### config.mk
export PLATFORM = sky130hd
export DESIGN_NAME = rd_fwft_stage
export DESIGN_NICKNAME = d
export VERILOG_FILES = /design/src/rtl/rd_fwft_stage.sv
export SDC_FILE = /design/constraint.sdc
export NUM_CORES = 1
export LEC_CHECK = 0
export ABC_AREA = 1
export CORE_UTILIZATION = 51
export CTS_BUF_LIST = sky130_fd_sc_hd__clkbuf_4 sky130_fd_sc_hd__clkbuf_8 sky130_fd_sc_hd__clkbuf_16
export DETAILED_ROUTE_END_ITERATION = 10
export HOLD_SLACK_MARGIN = 0.05
export MAX_ROUTING_LAYER = met4
export PLACE_DENSITY = 0.9
export SYNTH_ARGS = -nofsm -noshare
export SYNTH_HDL_FRONTEND = slang
export SYNTH_SLANG_ARGS = --single-unit
### constraint.sdc
create_clock -name read_clk_i -period 2.4 [get_ports read_clk_i]
set_input_delay 0.6 -clock read_clk_i [delete_from_list [all_inputs] [get_ports read_clk_i]]
set_output_delay 0.6 -clock read_clk_i [all_outputs]
set_load 0.005 [all_outputs]
### src/rtl/rd_fwft_stage.sv
// Read-side FWFT output stage: pops the async FIFO core into a 2-entry buffer
// and presents the head word to the consumer with a valid/ready handshake.
module rd_fwft_stage #(
    parameter int data_size = 8
) (
    input  logic                 read_clk_i,
    input  logic                 read_reset_n_i,
    input  logic                 read_empty_i,
    input  logic [data_size-1:0] read_data_i,
    output logic                 read_increment_o,
    input  logic                 read_ready_i,
    output logic                 read_valid_o,
    output logic [data_size-1:0] read_data_o,
    output logic [1:0]           read_level_o
);

    logic [1:0]           count_q, count_d;
    logic [data_size-1:0] entry0_q, entry0_d;
    logic [data_size-1:0] entry1_q, entry1_d;
    logic                 pop;
    logic                 out;

    // Pop depends only on registered occupancy, keeping ready off the increment path.
    assign pop = read_reset_n_i & ~read_empty_i & (count_q != 2'd2);
    assign out = (count_q != 2'd0) & read_ready_i;

    always_comb begin
        count_d  = count_q;
        entry0_d = entry0_q;
        entry1_d = entry1_q;
        case (count_q)
            2'd0: begin
                if (pop) begin
                    entry0_d = read_data_i;
                    count_d  = 2'd1;
                end
            end
            2'd1: begin
                case ({pop, out})
                    2'b10: begin
                        entry1_d = read_data_i;
                        count_d  = 2'd2;
                    end
                    2'b01: count_d = 2'd0;
                    2'b11: entry0_d = read_data_i;
                    default: ;
                endcase
            end
            2'd2: begin
                if (out) begin
                    entry0_d = entry1_q;
                    count_d  = 2'd1;
                end
            end
            default: count_d = 2'd0;
        endcase
    end

    always_ff @(posedge read_clk_i or negedge read_reset_n_i) begin
        if (!read_reset_n_i) begin
            count_q  <= 2'd0;
            entry0_q <= '0;
            entry1_q <= '0;
        end else begin
            count_q  <= count_d;
            entry0_q <= entry0_d;
            entry1_q <= entry1_d;
        end
    end

    assign read_increment_o = pop;
    assign read_valid_o     = (count_q != 2'd0);
    assign read_data_o      = entry0_q;
    assign read_level_o     = count_q;

endmodule

==> results.sh <==
export IMPL_cap_violations=0
export IMPL_endpoint_kind="primary output"
export IMPL_portBuffers=23
export IMPL_syn_nets=130
export IMPL_final_common_cell="nand2_1"
export IMPL_power_density_mw_per_mm2=1140
export IMPL_startpoint_type="flip-flop"
export IMPL_syn_inst=115
export IMPL_critPathKind="reg -> out"
export IMPL_period_needed_ns=2.13
export IMPL_ys_types=18
export IMPL_gp_congestion=0.758
export IMPL_dr_total_vias=833
export IMPL_cts_root_buffer="clkbuf_4"
export IMPL_h_tree_depth=1
export IMPL_cts_setup_buffers=0
export IMPL_routedWlPerCell_microns=11.9
export IMPL_outcome="finished, violations left"
export IMPL_critPathMaxFanout=8
export IMPL_wl_microns=1990
export IMPL_final_util=0.714
export IMPL_drv_slew=0
export IMPL_dp_final_hpwl_microns=1510
export IMPL_cts_tree="built"
export IMPL_initial_core_util=0.546
export IMPL_clockBufferDepth=2
export IMPL_r2r_cells=10
export IMPL_viasPerCell=4.99
export IMPL_setup_viol=0
export IMPL_setup_tns_ns=0
export IMPL_finalPower_mw=1.40
export IMPL_row_count=15
export IMPL_rsz0062_at_grt="no"
export IMPL_grt_pass1_vias=737
export IMPL_p_leak_nw=0.658
export IMPL_fp_dieH_microns=45.0
export IMPL_dp_cells=163
export IMPL_numCtsBuffers=3
export IMPL_hold_class="in -> async"
export IMPL_core_area_sq_mm=0.00173
export IMPL_synth_yosys_seq_area_share=0.477
export IMPL_detail_route_first_pass_iterations=7
export IMPL_final_cell_count_no_fill=167
export IMPL_synth_avg_cell_area_sq_um=8.20
export IMPL_antenna_found_initial=0
export IMPL_die_x_microns=45.0
export IMPL_die_area_sq_mm=0.00203
export IMPL_worstPathRequired_ns=1.80
export IMPL_skew_ns=0.00219
export IMPL_reg2reg_from="read_level_o[0]"
export IMPL_ant_nets=0
export IMPL_r2r_end="read_data_o[4]"
export IMPL_path_clk_slew_ns=0.11
export IMPL_period_share=0.885
export IMPL_max_freq_mhz=471
export IMPL_worst_pin_slew_ns=0.369
export IMPL_slew_headroom=0.754
export IMPL_ios=24
export IMPL_reg2reg_slack_ns=0.67
export IMPL_drc=1
export IMPL_cts_sinks=18
export IMPL_synth_area_sq_um=943
export IMPL_diodes=0
export IMPL_hold_slack_ns=0.426
export IMPL_final_hold_viol_count=0
export IMPL_crit_start="read_level_o[1]"
export IMPL_area_delta_synth_final_pct=30.6
export IMPL_ys_ff_latch=18
export IMPL_drt_iter0_markers=23
export IMPL_grt_overflow_total=0
export IMPL_grt_max_degree=19
export IMPL_vdd_ir_drop_max_v=0.000602
export IMPL_nets=158
export IMPL_crit_arrival_ns=1.53
export IMPL_endpoint="read_valid_o"
export IMPL_yosys_warnings=0
export IMPL_layout_drive_gt1_share=0.162
export IMPL_worstSkewPairLatency_ns=0.30
export IMPL_grt_pass1_wl_microns=3130
export IMPL_failed_checks="DRC"
export IMPL_layout_common_cells="nand2_1, clkdlybuf4s50_1, dfrtp_1, inv_1"
export IMPL_grt_util_all_layers=0.228
[cell type report]
cell class              instances  area [sq um]
fillers                       137           494
flip-flops and latches         18           450
multi-input cells              80           412
repair buffers                 25           246
inverters                      15          56.3
clock buffers                   4          36.3
well taps                      25          31.3
[cells by family (layout without fill, tap and decap cells)]
family	Yosys count	count (layout)	share of synthesized area
buf+inv	17	44	0.0928
fa+ha+maj	3	3	0.0398
simple gates	62	62	0.300
compound gates	15	15	0.0902
flops	18	18	0.477
[metrics by stage]
stage / worst slack (ns) / cell area (sq um)
after global routing: 0.205 / 1230
after floorplan: 0.709 / 943
after global placement: -0.106 / 1190
final: 0.275 / 1230
after CTS: 0.0304 / 1230
after detailed placement: -0.110 / 1190
[cell usage after synthesis]
cell,count,area [sq um]
nand2_1,41,154
dfrtp_1,18,450
inv_1,13,48.8
a21oi_1,6,30.0
nor2_1,6,22.5
o21ai_1,6,30.0
nand2_2,4,25.0
nand3_1,4,20.0
ha_1,3,37.5
nor2_2,3,18.8
a21oi_2,2,17.5
inv_2,2,7.51
nand3_2,2,20.0
buf_12,1,20.0
buf_6,1,11.3
nand2_4,1,11.3
nor2_4,1,11.3
o31ai_1,1,7.51
[layer usage]
layer	vias up	track usage	share of wire
met5	-	-	0
met4	0	0.133	0.035
met3	8	0.0720	0.043
met2	30	0.342	0.51
met1	388	0.268	0.42
li1	407	-	-
[registers in the layout, summed over array words and instances, names as in the netlist]
name,cells
entry1_q,8
read_level_o,2
read_data_o,8
[how the worst min path moves through the flow]
stage / end / slack [ns] / cells past startpoint
after global routing: read_data_o[2] / 0.46 / 2
after global placement: entry1_q[7] / 0.46 / 2
after CTS: read_data_o[6] / 0.44 / 2
after detailed placement: entry1_q[7] / 0.46 / 2
final: read_data_o[2] / 0.43 / 2
after floorplan: entry1_q[0] / 0.30 / 0
[what timing repair did]
action	CTS	global route
endpoints found under the setup margin	1	1
gates resized for setup	3	1
hold buffers	0	0
[where the power goes]
part	internal [mW]	switching (mW)
Combinational	0.315	0.363
Clock	0.0926	0.0983
Sequential	0.446	0.0880
Total	0.854	0.550
[critical path, cell delays in order (launching register included)]
cell             delay [ns]
dfrtp_1                0.58
nor2_2                 0.09
inv_1                  0.06
clkdlybuf4s50_1        0.49
No activity file was read; power rests on OpenSTA's default activity.
